==> src/rtl/mem_arbiter.sv <==
// rtl/mem_arbiter.sv - two-requester fixed-priority arbiter for a single-port memory
// Data requests beat instruction requests; a watchdog aborts unacknowledged transactions.
module mem_arbiter #(
  parameter int TIMEOUT = 16,
  parameter int ADDR_W  = 32,
  parameter int DATA_W  = 32
) (
  input  logic              CLK,
  input  logic              RST,
  input  logic              imemRen,
  input  logic [ADDR_W-1:0] imemaddr,
  output logic [DATA_W-1:0] imemload,
  output logic              i_ready,
  input  logic              dmmRen,
  input  logic              dmmWen,
  input  logic [ADDR_W-1:0] dmmaddr,
  input  logic [DATA_W-1:0] dmmstore,
  output logic [DATA_W-1:0] dmmload,
  output logic              d_ready,
  output logic              mem_ren,
  output logic              mem_wen,
  output logic [ADDR_W-1:0] mem_addr,
  output logic [DATA_W-1:0] mem_wdata,
  input  logic [DATA_W-1:0] mem_rdata,
  input  logic              mem_ack,
  output logic              err
);

  localparam int CNT_W = $clog2(TIMEOUT);
  localparam logic [CNT_W-1:0] CNT_LAST = CNT_W'(TIMEOUT - 1);

  typedef enum logic [1:0] {IDLE, IBUSY, DBUSY} state_t;

  state_t            state_q;
  logic              wr_q;
  logic [CNT_W-1:0]  cnt_q;
  logic [DATA_W-1:0] iload_q;
  logic [DATA_W-1:0] dload_q;
  logic              mem_ren_q;
  logic              mem_wen_q;
  logic [ADDR_W-1:0] mem_addr_q;
  logic [DATA_W-1:0] mem_wdata_q;

  logic busy;
  logic ack_cyc;
  logic tmo;
  logic done;

  assign busy    = (state_q != IDLE);
  assign ack_cyc = busy & mem_ack;
  // An ack arriving on the last allowed cycle takes precedence over the abort.
  assign tmo     = busy & ~mem_ack & (cnt_q == CNT_LAST);
  assign done    = ack_cyc | tmo;

  assign i_ready = (state_q == IBUSY) & done;
  assign d_ready = (state_q == DBUSY) & done;
  assign err     = tmo;

  assign mem_ren   = mem_ren_q;
  assign mem_wen   = mem_wen_q;
  assign mem_addr  = mem_addr_q;
  assign mem_wdata = mem_wdata_q;

  always_comb begin
    imemload = iload_q;
    if (state_q == IBUSY) begin
      if (mem_ack)  imemload = mem_rdata;
      else if (tmo) imemload = '0;
    end
  end

  always_comb begin
    dmmload = dload_q;
    if (state_q == DBUSY) begin
      if (mem_ack && !wr_q) dmmload = mem_rdata;
      else if (tmo)         dmmload = '0;
    end
  end

  always_ff @(posedge CLK or posedge RST) begin
    if (RST) begin
      state_q     <= IDLE;
      wr_q        <= 1'b0;
      cnt_q       <= '0;
      iload_q     <= '0;
      dload_q     <= '0;
      mem_ren_q   <= 1'b0;
      mem_wen_q   <= 1'b0;
      mem_addr_q  <= '0;
      mem_wdata_q <= '0;
    end else begin
      case (state_q)
        IDLE: begin
          cnt_q <= '0;
          if (dmmRen || dmmWen) begin
            state_q     <= DBUSY;
            wr_q        <= dmmWen;
            mem_ren_q   <= ~dmmWen;
            mem_wen_q   <= dmmWen;
            mem_addr_q  <= dmmaddr;
            mem_wdata_q <= dmmWen ? dmmstore : '0;
          end else if (imemRen) begin
            state_q     <= IBUSY;
            wr_q        <= 1'b0;
            mem_ren_q   <= 1'b1;
            mem_wen_q   <= 1'b0;
            mem_addr_q  <= imemaddr;
            mem_wdata_q <= '0;
          end
        end
        IBUSY, DBUSY: begin
          if (done) begin
            // Held load registers capture the pass-through value seen this cycle.
            if (state_q == IBUSY) iload_q <= imemload;
            else                  dload_q <= dmmload;
            state_q     <= IDLE;
            wr_q        <= 1'b0;
            cnt_q       <= '0;
            mem_ren_q   <= 1'b0;
            mem_wen_q   <= 1'b0;
            mem_addr_q  <= '0;
            mem_wdata_q <= '0;
          end else begin
            cnt_q <= cnt_q + 1'b1;
          end
        end
        default: state_q <= IDLE;
      endcase
    end
  end

endmodule

==> config.mk <==
export PLATFORM = sky130hd
export DESIGN_NAME = mem_arbiter
export DESIGN_NICKNAME = d
export VERILOG_FILES = /design/src/rtl/mem_arbiter.sv
export SDC_FILE = /design/constraint.sdc
export NUM_CORES = 1
export LEC_CHECK = 0
export BUFFER_PORTS_ARGS = -buffer_cell sky130_fd_sc_hd__buf_4
export CORE_UTILIZATION = 30
export DETAILED_ROUTE_END_ITERATION = 10
export PLACE_DENSITY = 0.65
export SYNTH_ARGS = -nofsm -noshare
export SYNTH_HDL_FRONTEND = slang
export SYNTH_SLANG_ARGS = --single-unit
==> constraint.sdc <==
create_clock -name CLK -period 3.9 [get_ports CLK]
set_input_delay 0.39 -clock CLK [delete_from_list [all_inputs] [get_ports CLK]]
set_output_delay 0.39 -clock CLK [all_outputs]
set_load 0.02 [all_outputs]
-- Word-level counts from Yosys, hierarchy flattened
Index checks and enable logic that the tools add are counted.
- flip-flop bits (word level): 136
- output and inout port bits: 133
- add/sub/neg operators: 1
- equality and inequality tests: 5
- muxes and demuxes: 27
- bitwise gates (word level): 9
- reduce and logical (&&, ||, !) cells: 11
- operators with widths (operator ; number):
    $mux W32 ; 12
    $pmux W32 S2 ; 2
    $reduce_and A3 Y1 ; 3
    $pmux W4 S2 ; 1
    $mux W2 ; 3
    $and A1 B1 Y1 ; 5
    $mux W1 ; 5
    $add A4 B1 Y4 const B ; 1
    $eq A4 B4 Y1 const B ; 1
    $mux W4 ; 1
    $pmux W1 S2 ; 2
    $pmux W2 S2 ; 1
    $reduce_bool A2 Y1 ; 2
    $ne A3 B3 Y1 const B ; 1
    $not A1 Y1 ; 3
    $eq A2 B1 Y1 const B ; 1
    $eq A2 B2 Y1 const B ; 1
    $logic_not A2 Y1 ; 1
    $ne A2 B2 Y1 const B ; 1
    $reduce_and A2 Y1 ; 1
    $reduce_or A2 Y1 ; 1
    $logic_and A1 B1 Y1 ; 1
    $logic_not A1 Y1 ; 1
    $logic_or A1 B1 Y1 ; 1
    $or A1 B1 Y1 ; 1

-- Depth between registers and ports, before layout
Gate-level depths: netlist of run 1.
- depth in word-level cells: 6
- gate-level depth with buffers: 9
- gate-level depth less buffers: 6

-- Worst setup path after synthesis of run 1
Ideal clock, no wire load.
- path type: flip-flop to output port
- from: register cnt_q[0]
- to: output port imemload[10]
- arrival time: 1684 ps
- data required time: 3510 ps
- slack: 1826 ps
- cell stages (with the launch flop): 7
- cell sequence: dfrtp_1 > ha_1 > nand3_1 > nor2_1 > o21ai_1 > clkbuf_1 > a22o_1
- cells in the longest elaborated chain, start to end: 5
- RTL lines (element ; RTL line ; source):
    start, declared ; 36 ; logic [CNT_W-1:0] cnt_q;
    start signal, assigned ; 124 ; cnt_q <= cnt_q + 1'b1;
    $eq A4 B4 Y1 ; 52 ; assign tmo = busy & ~mem_ack & (cnt_q == CNT_LAST);
    $and A1 B1 Y1 ; 52 ;
    $mux W32 ; 68 ; else if (tmo) imemload = '0;
    $mux W32 ; 67 ; if (mem_ack) imemload = mem_rdata;
    $mux W32 ; 66 ; if (state_q == IBUSY) begin
    end, declared ; 12 ; output logic [DATA_W-1:0] imemload,
Every way passes these cells.

-- Worst setup path after layout of run 1
- from: register state_q[0]
- to: output port dmmload[20]
- cells in the longest elaborated chain, start to end: 6
- elaborated cells between the ends (all ways): 7
- classes of those cells: eq/ne (1); mux (3); bitwise (2); reduce/logical (1)
- RTL lines (element ; RTL line ; source):
    start, declared ; 34 ; state_t state_q;
    start signal, assigned ; 82 ; state_q <= IDLE;
    start signal, assigned ; 96 ; state_q <= DBUSY;
    start signal, assigned ; 103 ; state_q <= IBUSY;
    $reduce_bool A2 Y1 ; 49 ; assign busy = (state_q != IDLE);
    $and A1 B1 Y1 (2 in series) ; 52 ;
    $mux W32 ; 76 ; else if (tmo) dmmload = '0;
    $mux W32 ; 75 ; if (mem_ack && !wr_q) dmmload = mem_rdata;
    $mux W32 * ; 74 ; if (state_q == DBUSY) begin
    end, declared ; 18 ; output logic [DATA_W-1:0] dmmload,
Mark *: on every way between the ends. The rest lies on a longest branch, timed or not.

==> qor.yml, run 1 <==
outcome: "finished, final reports clean"
irDropWorstVdd_mv: 0.403
power_density_nw_per_um2: 802
synthDominantAreaCellType: "sky130_fd_sc_hd__dfrtp_1"
fin_total_pwr_mw: 7.51
synth_fa_ha_area_frac: 0.00962
synth_top_area_cells: "sky130_fd_sc_hd__dfrtp_1 52%, sky130_fd_sc_hd__a22o_1 13%, sky130_fd_sc_hd__mux2i_1 9.9%"
synth_area_in_compound_gates: 0.218
synth_area_um2: 6500
pre_cts_slack_ns: 1.27
drt-pass1-iter-count: 4
critPathRequiredTime_ns: 3.51
tritoncts.num_buffers: 17
port_buffer_count: 266
holdBufCountCts: 1
routedWlPerCell_um: 16.7
grt_first_pass_wirelength_um: 30000
htree_levels: 4
finalWorstPathRequiredPeriod_ns: 2.88
synth_top_area_share: 0.524
effective_utilization_at_floorplan: 0.307
number_of_resized_instances_in_the_post_cts_repair_step: 0
power.static_leakage_nw: 4.68
holdWs_ns: 0.211
synth.cells.most_frequent: "136 x sky130_fd_sc_hd__dfrtp_1, 103 x sky130_fd_sc_hd__nand2_1, 96 x sky130_fd_sc_hd__a22o_1"
fin_nets: 993
avgViaCountPerCell: 4.89
syn-instance-count: 605
max_freq_mhz: 348
finalWeightedCongestion: 0.755
drt_drc_violations_left: 0
synth-warning-count: 0
grt_usage: 0.175
fin_crit_sh: 0.737
timing.final.hold_violations: 0
routed-via-count: 5582
post_route_cells_drive_above_1_share: 0.375
clk_latency_ns: 0.42
critical_path_arrival_ns: 2.49
grt_pass1_vias: 5593
drt_first_iter_violations: 231
slew_headroom: 0.373
num_io_pins: 267
mean_syn_cell_area_um2: 10.7
max_slew.worst_pin.slew_ns: 0.940
final_global_route_overflow_total: 0
clock-sinks: 136
antenna_violating_nets_post_route: 0
final.setup.tns_ns: 0
yosys.area_share.simple: 0.0859
die_area_um2: 22300
setup_repair_after_global_routing_missed_its_margin: "no"
finalSetupViolCount: 0
nFillCells: 2031
use_met2: 0.289
ys_dominant_reg_cell: "sky130_fd_sc_hd__dfrtp_1"
placementRows: 53
main_combinational_cell_family_by_area_after_synthesis: "compound AO/OA/AOI/OAI gates"
tritoncts: "built"
synthArstFlopShare: 1.00
antennaDiodeCount: 0
worst_setup_hold_path_clk_slew_ns: 0.07
endpoint_kind: "output pin"
cts-root-to-sink-buffers: 2
worstSetupPathType: "flop to output pin"
gr-usage-met1: 0.220
groute.layer.met3.usage: 0.0508
synth_most_common_cell: "sky130_fd_sc_hd__dfrtp_1"
clock-skew-final_ns: 0.0115
xor_xnor_portion_of_the_synthesized_cell_area: 0
fraction_of_synthesized_area_in_multiplexers: 0.100
post_synthesis_to_final_layout_area_growth_pct: 43.9
timing.critical_path.from_type: "flop"
drv.max_cap_violation_count: 0
synth_sequential_area_ratio: 0.524
detailed_place_hpwl_um: 13300
design.core.area_um2: 21200
busiest_layer: "met2"
drv_slew: 0
hold_path_class: "primary input to flop"
antenna_found_initial: 0
grt_max_degree: 88
number_of_synthesized_register_bits: 136
drt_wl_total_um: 19000
synth.lib_cells_used.distinct: 38
cp_max_fo: 26
syn_nets: 744
postCtsSetupRepairBufs: 0
cts.root.buffer_cell: "sky130_fd_sc_hd__clkbuf_16"
die_height_um: 149
fp.dieW_um: 149
worst_slack_ns: 1.02
synth_enable_flop_cells: 0
where the power goes:
group / internal (mW) / switching, mW / total [mW]
sequential: 1.93 / 0.303 / 2.24
clock: 0.976 / 0.672 / 1.65
combinational: 1.60 / 2.02 / 3.62
per-layer routing:
layer  part of all wire  routed length (µm)
met1               0.43                8270
met2               0.48                9100
met3              0.077                1470
met5                  0                   0
met4              0.010                 194
cells by family after synthesis:
kind of cell,count (synthesis)
buffers and inverters,89
AND/OR/NAND/NOR,132
flip-flops,136
AO/OA/AOI/OAI,178
adder cells (fa/ha/maj),5
multiplexers,65
sequential cells by signal (all words and copies together) (netlist names):
signal / flops
mem_addr: 32
mem_wen: 1
iload_q: 32
mem_ren: 1
mem_wdata: 32
dload_q: 32
cnt_q: 4
state_q: 2
critical path, stage by stage, from the launching register on:
cell and delay [ns]:
sky130_fd_sc_hd__dfrtp_1 0.41, sky130_fd_sc_hd__inv_1 0.10, sky130_fd_sc_hd__ha_1 0.21, sky130_fd_sc_hd__and2_1 0.76
sky130_fd_sc_hd__buf_4 0.29, sky130_fd_sc_hd__nand2_1 0.06, sky130_fd_sc_hd__o21ai_0 0.07, sky130_fd_sc_hd__buf_4 0.17
metrics by stage:
| step | cell area [µm²] | util | cells |
|---|---|---|---|
| floorplan | 6500 | - | 605 |
| global placement | 8740 | 0.413 | 1109 |
| detailed placement | 8740 | 0.413 | 1109 |
| CTS | 9360 | 0.442 | 1142 |
| global route | 9360 | 0.442 | 1142 |
| finish | 9360 | 0.442 | 1142 |
cell usage in the layout (no fill, tap or decap), drive strengths merged, types with 3 or more instances in the layout:
cell type	instances
buf	281
dfrtp	136
nand2	103
a22o	96
mux2i	64
inv	42
o21ai	38
o2bb2ai	33
clkbuf	18
nor2	7
nor3	6
a21oi	5
ha	5
nand3	4
clkinvlp	4
and2	3
clkinv	3
layout make-up:
| type | instances | area [µm²] | area share |
|---|---|---|---|
| flip-flops and latches | 136 | 3400 | 0.364 |
| multi-input cells | 380 | 2720 | 0.291 |
| repair buffers | 282 | 2140 | 0.229 |
| clock buffers | 18 | 439 | 0.0469 |
| well taps | 275 | 344 | 0.0368 |
| clock inverters | 14 | 163 | 0.0174 |
| inverters | 37 | 143 | 0.0152 |
final timing paths:
check,from,to,slack [ns],cells past startpoint
worst min register to register,mem_addr[7]$_DFFE_PP0P_,mem_addr[7]$_DFFE_PP0P_,0.49,1
worst min-delay path,dmmstore[22],mem_wdata[22]$_DFFE_PP0P_,0.21,3
min in group asynchronous,RST,iload_q[5]$_DFFE_PP0P_,0.55,3
worst max register to register,state_q[1]$_DFFE_PP0P_,iload_q[27]$_DFFE_PP0P_,1.28,8
worst max-delay path,state_q[0]$_DFFE_PP0P_,dmmload[20],1.02,7
max in group asynchronous,RST,mem_addr[5]$_DFFE_PP0P_,2.55,4
(Power assumes the default switching activity.)
==> inputs of run 2 (changes only) <==
==> constraint.sdc (replaced) <==
create_clock -name CLK -period 2.4 [get_ports CLK]
set_input_delay 0.24 -clock CLK [delete_from_list [all_inputs] [get_ports CLK]]
set_output_delay 0.24 -clock CLK [all_outputs]
set_load 0.02 [all_outputs]
==> qor.yml, run 2 (synthesis gave the netlist of run 1 again) <==
max_freq_mhz: 440
port_buffer_count: 266
final_global_route_overflow_total: 0
critical-path-top-delay-family: "buffers and inverters"
setup_repair_after_global_routing_missed_its_margin: "no"
finalSetupViolCount: 0
placementRows: 53
critical_path_depth: 7
worst_setup_hold_path_clk_slew_ns: 0.06
timing.critical_path.buf_inv: 3
tritoncts: "built"
drt_wl_total_um: 18800
drt_drc_violations_left: 0
outcome: "finished, final reports clean"
cell_type_of_the_slowest_stage_on_the_worst_timing_path: "sky130_fd_sc_hd__dfrtp_1"
worstSetupPathType: "flop to output pin"
finalCoreUtilization: 0.447
power.static_leakage_nw: 4.71
holdWs_ns: 0.0114
worstPathCellList: "inv_1 > ha_4 > nand2b_1 > nor3_2 > buf_12 > o21ai_0 > buf_4"
slew_headroom: 0.480
antenna_violating_nets_post_route: 0
tritoncts.num_buffers: 17
cp-startpoint: "state_q[0]$_DFFE_PP0P_"
finalWorstPathRequiredPeriod_ns: 2.27
fin_nets: 994
timing.final.hold_violations: 0
critPathRequiredTime_ns: 2.16
post_route_cells_drive_above_1_share: 0.380
drv.max_cap_violation_count: 0
power_density_nw_per_um2: 1300
routedWlPerCell_um: 16.5
hold_path_class: "primary input to asynchronous set/reset pin"
htree_levels: 4
grt_pass1_vias: 5418
drt-pass1-iter-count: 4
postCtsSetupRepairBufs: 0
antenna_found_initial: 1
rr_endpoint: "dload_q[0]$_DFFE_PP0P_"
use_met2: 0.279
groute.layer.met3.usage: 0.0544
finalWeightedCongestion: 0.742
avgViaCountPerCell: 4.84
die_area_um2: 22300
timing.critical_path.from_type: "flop"
irDropWorstVdd_mv: 0.621
mostFrequentLayoutCell: "sky130_fd_sc_hd__buf_4"
die_height_um: 149
cts.root.buffer_cell: "sky130_fd_sc_hd__clkbuf_16"
cp-endpoint: "dmmload[22]"
critical_path_arrival_ns: 2.03
fin_crit_sh: 0.948
routed-via-count: 5542
endpoint_kind: "output pin"
drv_slew: 0
layout.cells.most_common_list: "274 x sky130_fd_sc_hd__buf_4, 136 x sky130_fd_sc_hd__dfrtp_1, 103 x sky130_fd_sc_hd__nand2_1"
effective_utilization_at_floorplan: 0.307
design.core.area_um2: 21200
holdBufCountCts: 0
clock-sinks: 136
post_synthesis_to_final_layout_area_growth_pct: 45.4
critical_path.reg2reg.startpoint: "state_q[0]$_DFFE_PP0P_"
cp_max_fo: 32
num_io_pins: 267
grt_usage: 0.171
max_slew.worst_pin.slew_ns: 0.780
grt_first_pass_wirelength_um: 29600
clock-skew-final_ns: 0.0136
cts-root-to-sink-buffers: 2
nFillCells: 1993
r2r_cells: 7
final.setup.tns_ns: 0
detailed_place_hpwl_um: 12900
grt_max_degree: 137
fin_total_pwr_mw: 12.3
clk_latency_ns: 0.42
timing.critical_path.slowest_cell_delay_ns: 0.40
busiest_layer: "met2"
fp.dieW_um: 149
gr-usage-met1: 0.217
drt_first_iter_violations: 219
regToRegSetupSlack_ns: 0.42
[run 2: cell count changes in the layout (fill, tap and decap cells not counted), sizes merged]
cell         delta
buf             +2
clkbuf          +1
clkinv          +2
clkinvlp        -3
diode           +1
dlygate4sd3     -1
[run 2: tightest hold or removal path, cell delays in order]
cell and delay, ns:
sky130_fd_sc_hd__buf_4 0.12, sky130_fd_sc_hd__clkinvlp_4 0.07, sky130_fd_sc_hd__buf_12 0.48
[run 2: what timing repair did]
item | 4_1_cts | 5_1_grt
endpoints found under the hold margin | 0 | 0
endpoints found under the setup margin | 3 | 64
resized for setup | 1 | 13
[run 2: layout make-up]
type	instances	area (µm²)	area share
clock inverters	13	159	0.0168
inverters	37	143	0.0151
multi-input cells	380	2740	0.290
repair buffers	283	2220	0.235
clock buffers	19	443	0.0469
diodes	1	2.50	0.000265
flip-flops and latches	136	3400	0.360
well taps	275	344	0.0364
[run 2: where the power goes]
| part | switching, mW | internal [mW] | leakage, nW | total [mW] |
|---|---|---|---|---|
| logic | 3.30 | 2.70 | 2.64 | 6.00 |
| registers | 0.493 | 3.14 | 1.78 | 3.64 |
| clock network | 1.07 | 1.59 | 0.295 | 2.66 |
[run 2: worst min-delay path by stage]
| stage | start | to | slack (ns) |
|---|---|---|---|
| CTS | dmmstore[13] | mem_wdata[13]$_DFFE_PP0P_ | 0.04 |
| finish | RST | mem_wdata[5]$_DFFE_PP0P_ | 0.01 |
| floorplan | dmmstore[0] | mem_wdata[0]$_DFFE_PP0P_ | 0.37 |
| detailed placement | mem_addr[6]$_DFFE_PP0P_ | mem_addr[6]$_DFFE_PP0P_ | 0.47 |
| global route | dmmstore[23] | mem_wdata[23]$_DFFE_PP0P_ | 0.05 |
| global placement | mem_addr[28]$_DFFE_PP0P_ | mem_addr[28]$_DFFE_PP0P_ | 0.47 |
[run 2: routing by layer]
layer  wire length, µm  part of all wire  vias to the layer above
li1                  -                 -                     2668
met1              7880              0.42                     2624
met2              9040              0.48                      238
met3              1750             0.093                       12
met4               160            0.0085                        0
met5                 0                 0                        -
[run 2: through the flow]
stage	worst slack (ns)	area [µm²]	std cells
floorplan	0.467	6500	605
global placement	0.391	8820	1111
detailed placement	0.308	8820	1111
CTS	0.00641	9430	1143
global route	0.00673	9450	1143
finish	0.126	9450	1144
